$ cat config.mk
export PLATFORM = sky130hd
export DESIGN_NAME = uart_rx
export DESIGN_NICKNAME = d
export VERILOG_FILES = /design/src/rtl/uart_rx.sv
export SDC_FILE = /design/constraint.sdc
export NUM_CORES = 1
export LEC_CHECK = 0
export BUFFER_PORTS_ARGS = -buffer_cell sky130_fd_sc_hd__clkbuf_2
export CAP_MARGIN = 25
export CORE_MARGIN = 3
export CORE_UTILIZATION = 30
export DETAILED_ROUTE_END_ITERATION = 8
export SLEW_MARGIN = 0
export SYNTH_ARGS = -nofsm -noshare
export SYNTH_HDL_FRONTEND = slang
export SYNTH_SLANG_ARGS = --single-unit
$ cat constraint.sdc
create_clock -name clk -period 1.7 [get_ports clk]
set_input_delay 0.17 -clock clk [delete_from_list [all_inputs] [get_ports clk]]
set_output_delay 0.17 -clock clk [all_outputs]
set_load 0.1 [all_outputs]
$ cat src/rtl/uart_rx.sv
// Serial receiver: assembles NUM_WORDS UART frames into one packet behind a valid/ready output.
// Optional macro UART_RX_ERR_EN adds one-cycle err_frame / err_overflow pulse outputs.

module uart_rx #(
    parameter int CLOCKS_PER_PULSE = 4,
    parameter int BITS_PER_WORD    = 8,
    parameter int W_OUT            = 24,
    localparam int NUM_WORDS       = W_OUT / BITS_PER_WORD
) (
    input  logic                                    clk,
    input  logic                                    rst,
    input  logic                                    rx,
    output logic [NUM_WORDS-1:0][BITS_PER_WORD-1:0] m_data,
    output logic                                    m_valid,
    input  logic                                    m_ready
`ifdef UART_RX_ERR_EN
    ,
    output logic                                    err_frame,
    output logic                                    err_overflow
`endif
);

    localparam int CW = $clog2(CLOCKS_PER_PULSE);
    localparam int BW = (BITS_PER_WORD > 1) ? $clog2(BITS_PER_WORD) : 1;
    localparam int WW = (NUM_WORDS > 1) ? $clog2(NUM_WORDS) : 1;

    typedef enum logic [1:0] {IDLE, START, DATA, STOP} state_t;

    state_t                                  state_reg, state_next;
    logic                                    sync1_reg, rxs_reg, rxs_prev_reg;
    logic [CW-1:0]                           c_clocks_reg, c_clocks_next;
    logic [BW-1:0]                           c_bits_reg, c_bits_next;
    logic [WW-1:0]                           c_words_reg, c_words_next;
    logic [BITS_PER_WORD-1:0]                word_reg, word_next;
    logic [NUM_WORDS-1:0][BITS_PER_WORD-1:0] shadow_reg, shadow_fill;
    logic [NUM_WORDS-1:0][BITS_PER_WORD-1:0] m_data_reg;
    logic                                    m_valid_reg, m_valid_next;
    logic                                    half_end, bit_end;
    logic                                    store_word, complete, load;

    // rxs_prev_reg tracks the previous synchronized sample for falling-edge detection
    always_ff @(posedge clk) begin
        if (rst) begin
            sync1_reg    <= 1'b1;
            rxs_reg      <= 1'b1;
            rxs_prev_reg <= 1'b1;
        end else begin
            sync1_reg    <= rx;
            rxs_reg      <= sync1_reg;
            rxs_prev_reg <= rxs_reg;
        end
    end

    assign half_end = (c_clocks_reg == CW'(CLOCKS_PER_PULSE / 2 - 1));
    assign bit_end  = (c_clocks_reg == CW'(CLOCKS_PER_PULSE - 1));

    always_ff @(posedge clk) begin
        if (rst) begin
            state_reg    <= IDLE;
            c_clocks_reg <= '0;
            c_bits_reg   <= '0;
            c_words_reg  <= '0;
            word_reg     <= '0;
        end else begin
            state_reg    <= state_next;
            c_clocks_reg <= c_clocks_next;
            c_bits_reg   <= c_bits_next;
            c_words_reg  <= c_words_next;
            word_reg     <= word_next;
        end
    end

    always_comb begin
        state_next    = state_reg;
        c_clocks_next = c_clocks_reg + CW'(1);
        c_bits_next   = c_bits_reg;
        c_words_next  = c_words_reg;
        word_next     = word_reg;
        store_word    = 1'b0;
        complete      = 1'b0;
        case (state_reg)
            IDLE: begin
                c_clocks_next = '0;
                if (rxs_prev_reg && !rxs_reg) begin
                    state_next = START;
                end
            end
            START: begin
                if (half_end) begin
                    c_clocks_next = '0;
                    state_next    = rxs_reg ? IDLE : DATA;
                end
            end
            DATA: begin
                if (bit_end) begin
                    c_clocks_next         = '0;
                    word_next[c_bits_reg] = rxs_reg;
                    if (c_bits_reg == BW'(BITS_PER_WORD - 1)) begin
                        c_bits_next = '0;
                        state_next  = STOP;
                    end else begin
                        c_bits_next = c_bits_reg + BW'(1);
                    end
                end
            end
            STOP: begin
                if (bit_end) begin
                    c_clocks_next = '0;
                    state_next    = IDLE;
                    if (rxs_reg) begin
                        store_word = 1'b1;
                        if (c_words_reg == WW'(NUM_WORDS - 1)) begin
                            complete     = 1'b1;
                            c_words_next = '0;
                        end else begin
                            c_words_next = c_words_reg + WW'(1);
                        end
                    end else begin
                        // Bad stop bit: restart the packet from slot 0
                        c_words_next = '0;
                    end
                end
            end
            default: state_next = IDLE;
        endcase
    end

    // Shadow including the word being stored this cycle, so a completing packet copies whole
    generate
        for (genvar gi = 0; gi < NUM_WORDS; gi++) begin : g_slot
            assign shadow_fill[gi] = (store_word && c_words_reg == WW'(gi)) ? word_reg
                                                                           : shadow_reg[gi];
        end
    endgenerate

    assign load = complete && (!m_valid_reg || m_ready);

    always_comb begin
        m_valid_next = m_valid_reg;
        if (load) begin
            m_valid_next = 1'b1;
        end else if (m_valid_reg && m_ready) begin
            m_valid_next = 1'b0;
        end
    end

    always_ff @(posedge clk) begin
        if (rst) begin
            shadow_reg  <= '0;
            m_data_reg  <= '0;
            m_valid_reg <= 1'b0;
        end else begin
            shadow_reg  <= shadow_fill;
            m_valid_reg <= m_valid_next;
            if (load) begin
                m_data_reg <= shadow_fill;
            end
        end
    end

    assign m_data  = m_data_reg;
    assign m_valid = m_valid_reg;

`ifdef UART_RX_ERR_EN
    logic err_frame_reg, err_overflow_reg;

    always_ff @(posedge clk) begin
        if (rst) begin
            err_frame_reg    <= 1'b0;
            err_overflow_reg <= 1'b0;
        end else begin
            err_frame_reg    <= (state_reg == STOP) && bit_end && !rxs_reg;
            err_overflow_reg <= complete && m_valid_reg && !m_ready;
        end
    end

    assign err_frame    = err_frame_reg;
    assign err_overflow = err_overflow_reg;
`endif

endmodule
Word-level counts from Yosys, hierarchy flattened
Index checks and enable logic that the tools add are counted.
{ "word_totals": {"elab_cells": 78, "output_inout_bits": 25, "in_bits": 4, "ff_bits": 69} }
{ "classes": {"n_eq_ne": 13, "add_sub_neg": 3, "muxes": 28, "n_reduce_logical": 17, "n_lt_le_gt_ge": 2} }
{ "ops": {"columns": ["op", "count"], "rows": [
  ["$mux W8", 3],
  ["$mux W2", 10],
  ["$mux W1", 10],
  ["$ne A2 B2 Y1 const B", 5],
  ["$bwmux W8", 1],
  ["$eq A2 B2 Y1 const B", 4],
  ["$pmux W2 S4", 1],
  ["$logic_and A1 B1 Y1", 7],
  ["$eq A2 B1 Y1 const B", 3],
  ["$pmux W2 S3", 1],
  ["$reduce_and A5 Y1", 1],
  ["$add A2 B1 Y2 const B", 2],
  ["$logic_not A2 Y1", 2],
  ["$lt A3 B4 Y1 const B", 1],
  ["$reduce_and A2 Y1", 2],
  ["$add A3 B1 Y3 const B", 1],
  ["$demux W1 S3", 1],
  ["$eq A3 B3 Y1 const B", 1],
  ["$ge A3 B1 Y1 const B", 1],
  ["$mux W3", 1],
  ["$logic_not A1 Y1", 2],
  ["$reduce_bool A2 Y1", 1],
  ["$reduce_or A2 Y1", 1],
  ["$logic_or A1 B1 Y1", 1]
]} }

Depth between registers and ports, before layout
{ "logic_depth": {"depth_word": 7, "mapped_depth": 7, "ltp_nobuf": 5} }

Least setup slack after synthesis
Ideal clock, no wire load.
{ "synth_timing": {"path_type": "register to register", "from": "register m_valid_reg (netlist: m_valid)", "to": "register m_data_reg, in the netlist m_data[0]", "path_stages_with_launch": 5, "n_path_buf": 1, "arrival_time_ns": 1.674, "slack_ns": -0.101, "period_less_slack_ns": 1.801, "setup_time_ns": 0.126, "required_ns": 1.574, "path_cell_list": "dfxtp_1 nand2b_1 and3_1 buf_2 mux2i_1"} }
{ "synth_between": {"elab_chain_cells": 3} }
{ "synth_rtl": {"columns": ["item", "line_no", "text"], "rows": [
  ["from (decl)", "37", "logic m_valid_reg, m_valid_next;"],
  ["from (signal assigned)", "154", "m_valid_reg <= m_valid_next;"],
  ["$logic_not A1 Y1", "136", "assign load = complete && (!m_valid_reg || m_ready);"],
  ["$logic_or A1 B1 Y1", "136", null],
  ["$logic_and A1 B1 Y1", "136", null],
  ["to (signal assigned)", "156", "m_data_reg <= shadow_fill;"],
  ["to (decl)", "36", "logic [NUM_WORDS-1:0][BITS_PER_WORD-1:0] m_data_reg;"]
]} }
No other way between the ends.
A chain may end at the register's enable or synchronous reset.

Final worst setup path
{ "layout_timing": {"from": "register c_clocks_reg[1]", "to": "register shadow_reg[3] (netlist name)"} }
{ "layout_between": {"elab_chain_cells": 5} }
{ "layout_rtl": {"columns": ["item", "line_no", "text"], "rows": [
  ["from (decl)", "31", "logic [CW-1:0] c_clocks_reg, c_clocks_next;"],
  ["from (signal assigned)", "66", "c_clocks_reg <= c_clocks_next;"],
  ["$eq A2 B2 Y1", "55", "assign bit_end = (c_clocks_reg == CW'(CLOCKS_PER_PULSE - 1));"],
  ["$mux W1", "107", "if (bit_end) begin"],
  ["$mux W1", "81", "case (state_reg)"],
  ["$logic_and A1 B1 Y1", "131", "assign shadow_fill[gi] = (store_word && c_words_reg == WW'(gi)) ? word_reg"],
  ["$mux W8", "131", null],
  ["to (signal assigned)", "153", "shadow_reg <= shadow_fill;"],
  ["to (decl)", "35", "logic [NUM_WORDS-1:0][BITS_PER_WORD-1:0] shadow_reg, shadow_fill;"]
]} }
No other way between the ends.

==> metrics.md <==
| Metric | Value |
|---|---|
| Status | `completed` |
| Post-route ant nets | `0` |
| Share of layout cells above drive strength 1 | `23.8%` |
| Rel. slew slack | `63.8%` |
| Site Rows | `32` |
| Hold Violations, Final | `0` |
| DR iter-0 viols | `40` |
| Final WL | `4620 um` |
| Area of placed instances | `2780 sq um` |
| DIE AREA | `9600 sq um` |
| WHS | `164 ps` |
| Layout Area Growth over Synthesis | `20.2%` |
| CTS tree | `done` |
| RePlAce Congestion | `0.713` |
| Worst setup margin | `126 ps` |
| Final setup viols | `0` |
| Clk_lat worst skew | `340 ps` |
| Crit. End Element | `register` |
| Critical path, cell by cell | `ha_4, nand3_4, or4b_4, mux2i_1` |
| Worst EP required | `1920 ps` |
| Core Area | `7970 sq um` |
| Number of synthesized register bits | `61` |
| DP HPWL | `3160 um` |
| Syn_nets | `246` |
| Die height | `98.0 um` |
| Remaining routing DRC violations | `0` |
| Overall Global Routing Usage | `10.4%` |
| Max-Cap Viols | `0` |
| # IOs | `29` |
| Num CTS Buffers | `9` |
| Buf/Inv on CP | `0` |
| Nets | `277` |
| Multi-input gate area | `1210 sq um` |
| Worst-Margin Slew | `545 ps` |
| Worst Setup Start Kind | `register` |
| First drt pass iteration count | `4` |
| Worst clock skew | `4.77 ps` |
| Crit path max fanout | `9` |
| FILL cells | `798` |
| Clk sinks | `61` |
| CTS clk-pin slew, worst paths | `70 ps` |
| Initial core utilization | `31.8%` |
| Min-Delay Path Class | `in -> reg` |
| Final Instance Area | `3050 sq um` |
| Syn Inst Count | `237` |
| Largest net degree at the start of global routing | `21` |
| CP Data Arrival Time | `1790 ps` |
| Biggest cell delay along the critical path | `610 ps` |
| Critical-path top delay cell | `or4b_4` |
| Slew Limit Fails | `0` |
| Synthesized area | `2540 sq um` |
| Max Clk Rate | `635 MHz` |
| Max FFs per register | `24` |
| Most frequent cells in the layout | `dfxtp_1 (60), nand2b_1 (50), mux2i_1 (49), clkbuf_2 (28), clkbuf_8 (13)` |
| Storage element area | `1220 sq um` |
| Crit path time final | `1570 ps` |
| Leakage | `1.30 nW` |
| Power Density | `994 nW/um^2` |
| Via density | `4.39` |
| CTS root buffer | `clkbuf_8` |
| Antenna violations before repair | `0` |
| Place WS | `26.5 ps` |
| RSZ-0062 raised after global routing | `false` |
| Overflow after GRT | `0` |
| Overall die width | `98.0 um` |
| Ant diodes | `0` |
| Fin Setup TNS | `0 ps` |
| Wire per inst | `12.3 um` |
| Vias in the first global route | `1,610` |
| Crit share post-route | `92.6%` |
| Wire length of the first global-routing pass | `7830 um` |
| Post-synthesis area per instance | `10.7 sq um` |
| Crit path kind | `reg -> reg` |
| Port bufs | `28` |
| Clk buf depth | `2` |
| Distinct cells, synth | `30` |
| Routed vias | `1,647` |
| Yosys warns | `0` |
| Peak VDD IR | `570 uV` |
| Commonest non-fill, non-tap cell in the layout | `dfxtp_1` |
| H-Tree Depth | `3` |
| Sequential share of the synthesized area | `48.1%` |
| Top delay family on crit path | `simple AND/OR/NAND/NOR gates` |
-- metal layers --
layer | vias to the layer above | share of wire (%) | wire length [um] | track usage, %
li1 | 860 | - | - | -
met3 | 7 | 5.2 | 238 | 5.14
met5 | - | 0 | 0 | 0
met4 | 0 | 1.8 | 84 | 3.83
met2 | 31 | 41 | 1910 | 14.5
met1 | 749 | 52 | 2380 | 13.8
-- final timing paths --
path	cells after the start	startpoint	end	slack, ps
worst min register to register	1	sync1_reg	rxs_reg	410
worst max-delay path	4	c_clocks_reg[1]	shadow_reg[3]	130
worst max register to register	4	c_clocks_reg[1]	shadow_reg[3]	130
worst min-delay path	3	m_ready	m_valid	160
-- cells by family after synthesis --
| kind of cell | after synthesis | share of synthesized area (%) |
|---|---|---|
| muxes | 51 | 20.2 |
| buffers and inverters | 22 | 4.78 |
| adders and majority gates | 5 | 2.47 |
| DFF | 61 | 48.1 |
| AOI/OAI and AO/OA | 9 | 2.02 |
| and+or+nand+nor | 89 | 22.4 |
-- Yosys cell counts --
| cell type | instances | area, sq um |
|---|---|---|
| or2_2 | 3 | 18.8 |
| a311oi_1 | 1 | 8.76 |
| nor2_1 | 4 | 15.0 |
| a21oi_1 | 7 | 35.0 |
| ha_1 | 5 | 62.6 |
| nor4bb_1 | 1 | 10.0 |
| dfxtp_1 | 61 | 1220 |
| buf_4 | 4 | 30.0 |
| and3b_1 | 1 | 8.76 |
| nand3b_2 | 1 | 11.3 |
| or3_1 | 2 | 12.5 |
| nor4b_1 | 2 | 17.5 |
| and3_1 | 2 | 12.5 |
| clkbuf_1 | 11 | 41.3 |
| inv_1 | 3 | 11.3 |
| nand3_4 | 1 | 17.5 |
| nand4b_1 | 1 | 8.76 |
| nand2_1 | 9 | 33.8 |
| a211oi_1 | 1 | 7.51 |
| or4b_4 | 1 | 13.8 |
| buf_6 | 3 | 33.8 |
| buf_2 | 1 | 5.00 |
| nor3_1 | 4 | 20.0 |
| nand2b_1 | 50 | 313 |
| nand3_2 | 1 | 10.0 |
| nor4_1 | 1 | 6.26 |
| mux2i_1 | 49 | 490 |
| mux2_2 | 2 | 22.5 |
| or3b_1 | 1 | 8.76 |
| nor3b_1 | 4 | 30.0 |
-- worst register-to-register path: stages (launching register included) --
cell and delay, ps:
dfxtp_1 390, ha_4 200, nand3_4 90, or4b_4 610, mux2i_1 160
-- area by class of cell --
cell class	count	share of cell area [%]
repair buffers	39	7.79
inverters	3	0.369
clock inverters	3	2.13
flip-flops and latches	61	40.1
well taps	102	4.18
multi-input cells	154	39.6
clock buffers	13	5.87
-- stage by stage --
step           power (mW)  utilization [%]  instances
6_report             3.03             38.3        375
5_1_grt              3.15             38.3        375
4_1_cts              3.08             38.2        375
3_5_place_dp         1.53             34.9        358
3_3_place_gp         1.53             34.9        358
2_1_floorplan        1.52                -        237
-- repair_timing --
| item | CTS | global route |
|---|---|---|
| setup buffers | 0 | 0 |
| endpoints found under the hold margin | 1 | 0 |
| gates resized for setup | 1 | 1 |
| setup endpoints to repair | 4 | 5 |
| hold buffers | 1 | 0 |
-- report_power, final --
part | total [mW] | internal, mW | switching [mW] | leakage (nW)
clock | 1.53 | 0.983 | 0.546 | 0.126
sequential | 1.44 | 1.43 | 0.00647 | 0.492
combinational | 0.0608 | 0.0343 | 0.0264 | 0.677
total | 3.03 | 2.45 | 0.579 | 1.30
Note: power is estimated with default switching activity, not from simulation.
